### src/rtl/serial_add_ctrl.sv
`default_nettype none
// ============================================================================
// Module      : serial_add_ctrl
// Description : Bit-serial add sequencer built around one full-adder cell and
//               one carry flop. Operands are captured on an accepted start,
//               fed LSB-first through the adder one bit per clock, and the
//               assembled result is published with a one-cycle done strobe.
//               Used by the stopwatch datapath for time accumulate and lap
//               delta without a WIDTH-bit ripple adder.
// Revision    : 1.0 - initial release
// ----------------------------------------------------------------------------
// Parameters
//   WIDTH   operand/result width in bits, 1..32 (default 8)
// Ports
//   clk     in   1      system clock, rising edge
//   reset   in   1      synchronous, active-high reset
//   start   in   1      request; accepted only in IDLE or DONE
//   a       in   WIDTH  operand A, captured on accepted start
//   b       in   WIDTH  operand B, captured on accepted start
//   ci      in   1      carry-in, captured on accepted start
//   sub     in   1      (SERIAL_SUB_EN only) 1 = compute a - b
//   busy    out  1      high while bits are being processed
//   done    out  1      one-cycle strobe, sum/co just updated
//   sum     out  WIDTH  result register, held until next completion
//   co      out  1      final carry-out (no-borrow when subtracting)
// Configuration
//   SERIAL_SUB_EN  when defined, adds the sub port and the subtract path.
// ============================================================================
module serial_add_ctrl #(
    parameter int WIDTH = 8
) (
    input  logic             clk,
    input  logic             reset,
    input  logic             start,
    input  logic [WIDTH-1:0] a,
    input  logic [WIDTH-1:0] b,
    input  logic             ci,
`ifdef SERIAL_SUB_EN
    input  logic             sub,
`endif
    output logic             busy,
    output logic             done,
    output logic [WIDTH-1:0] sum,
    output logic             co
);

    localparam int              CNT_W  = $clog2(WIDTH + 1);
    localparam logic [CNT_W-1:0] C_LAST = CNT_W'(WIDTH - 1);

    typedef enum logic [1:0] {
        ST_IDLE = 2'd0,
        ST_RUN  = 2'd1,
        ST_DONE = 2'd2
    } state_t;

    state_t           r_state;
    state_t           w_state_next;

    logic [WIDTH-1:0] r_a_sh;
    logic [WIDTH-1:0] r_b_sh;
    logic [WIDTH-1:0] r_res;
    logic             r_carry;
    logic [CNT_W-1:0] r_cnt;

    logic             w_load;
    logic             w_last;
    logic             w_s_bit;
    logic             w_c_bit;
    logic [WIDTH-1:0] w_res_next;
    logic [WIDTH-1:0] w_b_load;
    logic             w_ci_load;

    // Operand conditioning at load time: subtraction is a + ~b + 1.
`ifdef SERIAL_SUB_EN
    assign w_b_load  = sub ? ~b : b;
    assign w_ci_load = sub ? 1'b1 : ci;
`else
    assign w_b_load  = b;
    assign w_ci_load = ci;
`endif

    // start is only honoured when not mid-operation; DONE allows back-to-back.
    assign w_load = start && ((r_state == ST_IDLE) || (r_state == ST_DONE));
    assign w_last = (r_state == ST_RUN) && (r_cnt == C_LAST);

    // The single full-adder cell.
    assign w_s_bit = r_a_sh[0] ^ r_b_sh[0] ^ r_carry;
    assign w_c_bit = (r_a_sh[0] & r_b_sh[0]) | (r_carry & (r_a_sh[0] ^ r_b_sh[0]));

    // Result shift register fills from the MSB so that after WIDTH shifts the
    // first (LSB) sum bit has reached bit 0.
    generate
        if (WIDTH == 1) begin : g_res_w1
            assign w_res_next = w_s_bit;
        end else begin : g_res_wn
            assign w_res_next = {w_s_bit, r_res[WIDTH-1:1]};
        end
    endgenerate

    // ------------------------------------------------------------------
    // State register
    // ------------------------------------------------------------------
    always_ff @(posedge clk) begin
        if (reset) begin
            r_state <= ST_IDLE;
        end else begin
            r_state <= w_state_next;
        end
    end

    // ------------------------------------------------------------------
    // Next-state logic
    // ------------------------------------------------------------------
    always_comb begin
        w_state_next = r_state;
        case (r_state)
            ST_IDLE: begin
                if (start) begin
                    w_state_next = ST_RUN;
                end
            end
            ST_RUN: begin
                if (r_cnt == C_LAST) begin
                    w_state_next = ST_DONE;
                end
            end
            ST_DONE: begin
                w_state_next = start ? ST_RUN : ST_IDLE;
            end
            default: begin
                w_state_next = ST_IDLE;
            end
        endcase
    end

    // ------------------------------------------------------------------
    // Serial datapath
    // ------------------------------------------------------------------
    always_ff @(posedge clk) begin
        if (reset) begin
            r_a_sh  <= '0;
            r_b_sh  <= '0;
            r_res   <= '0;
            r_carry <= 1'b0;
            r_cnt   <= '0;
            sum     <= '0;
            co      <= 1'b0;
        end else if (w_load) begin
            r_a_sh  <= a;
            r_b_sh  <= w_b_load;
            r_carry <= w_ci_load;
            r_cnt   <= '0;
        end else if (r_state == ST_RUN) begin
            r_a_sh  <= r_a_sh >> 1;
            r_b_sh  <= r_b_sh >> 1;
            r_carry <= w_c_bit;
            r_cnt   <= r_cnt + CNT_W'(1);
            r_res   <= w_res_next;
            // Outputs only ever change here, so partial sums stay hidden.
            if (w_last) begin
                sum <= w_res_next;
                co  <= w_c_bit;
            end
        end
    end

    assign busy = (r_state == ST_RUN);
    assign done = (r_state == ST_DONE);

endmodule
`default_nettype wire
### config.mk
export PLATFORM = sky130hd
export DESIGN_NAME = serial_add_ctrl
export DESIGN_NICKNAME = d
export VERILOG_FILES = /design/src/rtl/serial_add_ctrl.sv
export SDC_FILE = /design/constraint.sdc
export NUM_CORES = 1
export LEC_CHECK = 0
export ABC_AREA = 1
export BUFFER_PORTS_ARGS = -buffer_cell sky130_fd_sc_hd__buf_2
export CORE_UTILIZATION = 45
export CTS_BUF_LIST = sky130_fd_sc_hd__clkbuf_16
export CTS_CLUSTER_SIZE = 16
export DETAILED_ROUTE_END_ITERATION = 10
export GPL_TIMING_DRIVEN = 0
export PLACE_DENSITY = 0.76
export SLEW_MARGIN = 25
export SYNTH_ARGS = -nofsm -noshare
export SYNTH_HDL_FRONTEND = slang
export SYNTH_SLANG_ARGS = --single-unit
### constraint.sdc
create_clock -name clk -period 1.8 [get_ports clk]
set_clock_uncertainty 0.2 [all_clocks]
set_input_delay 0.09 -clock clk [delete_from_list [all_inputs] [get_ports clk]]
set_output_delay 0.09 -clock clk [all_outputs]
set_load 0.02 [all_outputs]
==> metrics.txt, run 1 <==
Clk pin slew, worst setup/hold paths=0.05 ns; hold path depth=5; Final Hold Fails=0; CP Max Fanout=10; RSZ-0062 raised after global routing=no; Distinct cells, synth=22; vias in the first global route=1521; CP bufs+invs=4; drt first pass iters=4; total number of yosys warnings=0; Slowest cell on crit path=dfxtp_1; switching share of total power=24.8%; worst r2r path cells=6; antenna viol nets, final=0; die height=64.8 um; hold endpoint=r_a_sh[7]; CTS root buf=clkbuf_16; Final setup viols=0; Combinational Power Share=14.4%; r2r startpoint=r_cnt[0]; synthesized area=0.00177 sq mm; Syn Nets=269; via count=1648; r2r endpoint=sum[4]; Routed WL=3.78 mm; pin count of the biggest net entering global routing=12; Data arrival, critical path=1.32 ns; top post-synthesis cells by count=nand2_1, nor2_1, dfxtp_1, nand3_1, inv_1; Setup crit end kind=output pin; full die area=0.00420 sq mm; power density over cell area=893 mW/mm^2; top cell type's share of synthesized area=44.0%; first-pass GRT wire length=6.57 mm; worst-margin pin slew=0.460 ns; Detailed Place HPWL=2.57 mm; CP Class=register to output pin; Mapped Avg Cell Area=7.18 sq um; Congestion Overflow GR=0; CTS Buffer Depth=2; # IOs=31; Wirelength per Cell=10.8 um; minimum clock period=1.61 ns; hold path start=start; Worst-Skew Late Latency=0.28 ns; internal power=1.55 mW; I/O Buffers=30; area of the core=0.00372 sq mm; Post-Synthesis Cells=247; clock sink count=39; final setup margin=0.186 ns; CP startpoint kind=register; Worst path max stage delay=0.32 ns; initial antenna violation count=0; first-iteration detailed-routing DRC count=88; Worst EP required=1.51 ns; Max Slew Vio Count=0; DR vias/cell=4.70; worst min path class=primary input to register; final worst path period share=89.7%; row count=22; Initial Util=47.7%; status=finished, final reports clean; clock power share=39.5%; Die Wd=64.8 um; Worst R2R Setup Slack=0.28 ns; largest area contributor in the netlist=dfxtp_1; max_cap viols=0; Place WS=0.279 ns; Seq pwr share=46.1%; Psw=510 uW; antenna cell count=0; cell mode on critical path=buf_6; setup_tns=0 ns; total power=2.06 mW; TritonCTS clock tree=done; P&R area growth vs syn=29.7%; Post-synth EDFFs=0; Max IR drop VDD=0.000532 V; synthesis-stage register bit count=39; Post-synth ARST share=0%; Most used DFF post-synth=dfxtp_1; sequential-to-total area share from yosys stat=44.0%; count leader, synth=nand2_1; Leakage Power=1.11 nW; most area-consuming cells after synthesis=dfxtp_1, nand2_1, nand3_1, nor2_1, inv_1; total CTS buffers=5; fraction of layout instances using a drive strength above 1=18.2%; Slew HR=69.3%; gr usage total=20.5%; fmax=0.620 GHz; GPL Wtd Cong=0.822; crit-path cells=buf_6 > inv_6 > nor2_4 > buf_6 > buf_2; residual DRC count=0; H-tree levels=2; cell family with most CP delay=buffers and inverters; fin nets=324
[cell type report]
cell class	count	area, sq um
buffer	11	87.6
clock buffer	5	125
clock inverter	3	11.3
fill	357	1420
inverter	34	135
multi-input combinational	163	771
sequential	39	781
tap	48	60.1
timing repair buffer	48	330
[power by group through the flow]
stage	Clock (mW)	Combinational, mW	Sequential (mW)
CTS	0.835	0.296	0.948
global placement	0	0.261	0.963
floorplan	0	0.200	0.958
finish	0.812	0.296	0.948
global route	0.881	0.340	0.955
detailed placement	0	0.265	0.966
[stage by stage]
stage	utilization (%)	hold WS, ns	instances	cell area [sq um]
global route	61.9	0.0667	351	2300
floorplan	-	0.0249	247	1770
detailed placement	53.4	0.127	325	1980
global placement	53.4	0.116	325	1980
CTS	61.9	0.0137	351	2300
finish	61.9	0.0160	351	2300
[worst register-to-register path, delay by kind of cell, from the launching register on]
family | cells | cell delay (ns)
adders and majority gates | 1 | 0.22
buffers and inverters | 1 | 0.14
DFF | 1 | 0.36
and+or+nand+nor | 4 | 0.48
[cells in the final DEF, fill, tap and decap left out, types with 3 or more instances in the layout]
cell type / synthesis / final
clkbuf_16: 0 / 5
dlygate4sd3_1: 0 / 18
buf_6: 5 / 5
inv_1: 30 / 31
o21ai_0: 15 / 15
dfxtp_1: 39 / 39
buf_2: 1 / 31
a21oi_1: 14 / 14
nor2_4: 3 / 3
o21ai_1: 3 / 3
nor2_1: 42 / 42
nand2_2: 3 / 3
nand3_1: 32 / 32
nand2_1: 47 / 47
[cell families (layout without fill, tap and decap cells)]
group	Yosys count	count (layout)	synth area share, %
flops	39	39	44.0
fa+ha+maj	2	2	1.83
buf+inv	45	101	12.6
compound gates	32	32	9.03
simple gates	129	129	32.6
[routing by layer]
layer | track usage, % | part of all wire [%]
met1 | 23.6 | 44
met2 | 35.2 | 50
met3 | 7.04 | 4.8
met4 | 6.39 | 1.2
met5 | 0 | 0
[state kept, by name, indices dropped and copies added (netlist names)]
name,flops
r_a_sh,8
r_b_sh,8
sum,8
r_res,7
r_cnt,4
r_state,2
co,1
r_carry,1
[what timing repair did]
action | 4_1_cts | 5_1_grt
setup buffers | 0 | 0
setup endpoints to repair | 0 | 0
hold buffers | 18 | 0
resized for setup | 0 | 0
endpoints found under the hold margin | 21 | 0
[how the worst max path moves through the flow]
stage | start | endpoint | slack [ns] | cells past startpoint
final | r_state[0] | busy | 0.19 | 5
after floorplan | r_cnt[0] | sum[1] | 0.48 | 6
after CTS | r_state[0] | busy | 0.17 | 5
after global routing | r_state[0] | busy | 0.11 | 5
after global placement | r_cnt[0] | sum[3] | 0.30 | 6
after detailed placement | r_cnt[0] | sum[4] | 0.28 | 6
Note: power is estimated with default switching activity, not from simulation.
==> run 2: changes to the inputs <==
Settings changed: CTS_BUF_LIST sky130_fd_sc_hd__clkbuf_16 to default.
==> run 2 against run 1 <==
Net effect:
- final area shrank 1.1%
- sequential share of layout area grew 0.39 points
- first-iteration DRC count shrank 8.0%
- critical path depth is the same
- register-to-register slack lost 0.13 ns
- wire length grew 2.7%
- largest power group unchanged
- via count grew 3.2%
- setup slack lost 0.037 ns
- highest routed layer unchanged
- core utilization shrank 0.71 points
==> metrics.txt, run 2 (synthesis gave the netlist of run 1 again) <==
Die Wd=64.8 um (unchanged); fin nets=325 (+0.31%); # IOs=31 (unchanged); Max IR drop VDD=0.000469 V (-12%); grt met2 use=37.2% (+2.1 points); Max Slew Vio Count=0 (unchanged); CP startpoint kind=register; first-pass GRT wire length=6.64 mm (+1.1%); final worst path period share=91.7% (+2.1 points); Util after Layout=61.2% (-0.71 points); Post CTS Setup Buffer Count=0 (unchanged); Detailed Place HPWL=2.57 mm (unchanged); die height=64.8 um (unchanged); Slew HR=68.7% (-0.58 points); gr usage total=20.7% (+0.19 points); initial antenna violation count=0 (unchanged); Congestion Overflow GR=0 (unchanged); hold path start=start; Worst R2R Setup Slack=0.15 ns (-0.13 ns); r2r endpoint=r_a_sh[7]; residual DRC count=0 (unchanged); status=finished, final reports clean; crit-path cells=buf_6 > nor2_4 > nand2_1 > dlygate4sd3_1 > a21oi_1; Final setup viols=0 (unchanged); first-iteration detailed-routing DRC count=81 (-8.0%); GPL Wtd Cong=0.822 (unchanged); Most Crowded Layer GR=met2; clock sink count=39 (unchanged); Setup crit end kind=register; P&R area growth vs syn=28.2%; total CTS buffers=5 (unchanged); max_cap viols=0 (unchanged); hold path depth=5 (unchanged); Initial Util=47.7% (unchanged); worst r2r path cells=5 (-1); fraction of layout instances using a drive strength above 1=18.8% (+0.60 points); minimum clock period=1.65 ns (+0.0375 ns); Data arrival, critical path=1.68 ns (+0.36 ns); DR vias/cell=4.83 (+2.9%); fmax=0.606 GHz (-2.3%); CP Max Fanout=9 (-1); hold endpoint=r_carry; full die area=0.00420 sq mm (unchanged); Wirelength per Cell=11.0 um (+2.5%); Routed WL=3.89 mm (+2.7%); Final Hold Fails=0 (unchanged); I/O Buffers=30 (unchanged); H-tree levels=2 (unchanged); CTS Buffer Depth=2 (unchanged); commonest non-fill, non-tap cells in the layout=nand2_1, nor2_1, dfxtp_1; via count=1700 (+3.2%); Slowest cell on crit path=dlygate4sd3_1; worst-margin pin slew=0.469 ns (+0.00866 ns); RSZ-0062 raised after global routing=no; row count=22 (unchanged); CP bufs+invs=2 (-2); pin count of the biggest net entering global routing=12 (unchanged); Worst-Skew Late Latency=0.29 ns (about the same); fillers=367 (+2.8%); r2r startpoint=r_state[0]; drt first pass iters=5 (+1); setup_tns=0 ns (unchanged); Clk pin slew, worst setup/hold paths=0.07 ns (+0.02 ns); antenna viol nets, final=0 (unchanged); Leakage Power=1.10 nW (-1.5%); vias in the first global route=1563 (+2.8%); Worst path max stage delay=0.55 ns (+0.23 ns); worst min path class=primary input to register; Worst EP required=1.83 ns (+0.32 ns); area of the core=0.00372 sq mm (unchanged); cell family with most CP delay=buffers and inverters; Global Route met3 Usage=6.51% (-0.53 points); power density over cell area=830 mW/mm^2 (-7.1%); TritonCTS clock tree=done; grt met1 use=23.3% (-0.30 points); CP Class=register to register; leading cell type in the layout, fill and taps excluded=nand2_1; CTS root buf=clkbuf_8; top flop regs=r_a_sh x8, r_b_sh x8, sum x8; antenna cell count=0 (unchanged)
-- run 2: power breakdown --
group          total [mW]  internal, mW  switching [mW]
Sequential          0.947         0.916          0.0310
Combinational       0.299         0.132           0.166
Clock               0.642         0.350           0.293
-- run 2: timing repair --
action / CTS / global route
hold buffers: 19 / 0
resized for setup: 0 / 0
endpoints found under the hold margin: 21 / 0
-- run 2: worst max path at each step --
stage	startpoint	endpoint	slack (ns)	cells after the start
finish	r_state[0]	r_a_sh[7]	0.15	5
global route	r_state[0]	r_a_sh[7]	0.02	5
CTS	r_state[0]	r_a_sh[7]	0.14	5
detailed placement	r_cnt[0]	sum[4]	0.28	6
global placement	r_cnt[0]	sum[3]	0.30	6
floorplan	r_cnt[0]	sum[1]	0.48	6
-- run 2: per-stage QoR --
| stage | cells | hold WS, ns | area [sq um] | power (mW) | worst slack [ns] |
|---|---|---|---|---|---|
| 2_1_floorplan | 247 | 0.0249 | 1770 | 1.16 | 0.480 |
| 3_3_place_gp | 325 | 0.116 | 1980 | 1.22 | 0.296 |
| 3_5_place_dp | 325 | 0.127 | 1980 | 1.23 | 0.279 |
| 4_1_cts | 352 | 0.00379 | 2270 | 1.90 | 0.138 |
| 5_1_grt | 352 | 0.0406 | 2270 | 2.00 | 0.0164 |
| 6_report | 352 | 0.0130 | 2270 | 1.89 | 0.149 |
-- run 2: cell type report --
type	count	area (sq um)	area share, %
timing repair buffer	49	340	15.0
tap	48	60.1	2.64
inverter	34	135	5.94
buffer	11	87.6	3.85
sequential	39	781	34.3
clock buffer	8	100	4.40
multi-input combinational	163	771	33.9
-- run 2: per-layer routing --
layer	vias to the layer above	share of wire [%]
met5	-	0
met4	0	0.93
met3	5	4.5
met2	52	50
met1	763	44
li1	880	-
-- run 2: worst register-to-register path, stage by stage (launching register included) --
cell and delay (ns):
dfxtp_1 0.31, buf_6 0.15, nor2_4 0.19, nand2_1 0.06
dlygate4sd3_1 0.55, a21oi_1 0.13
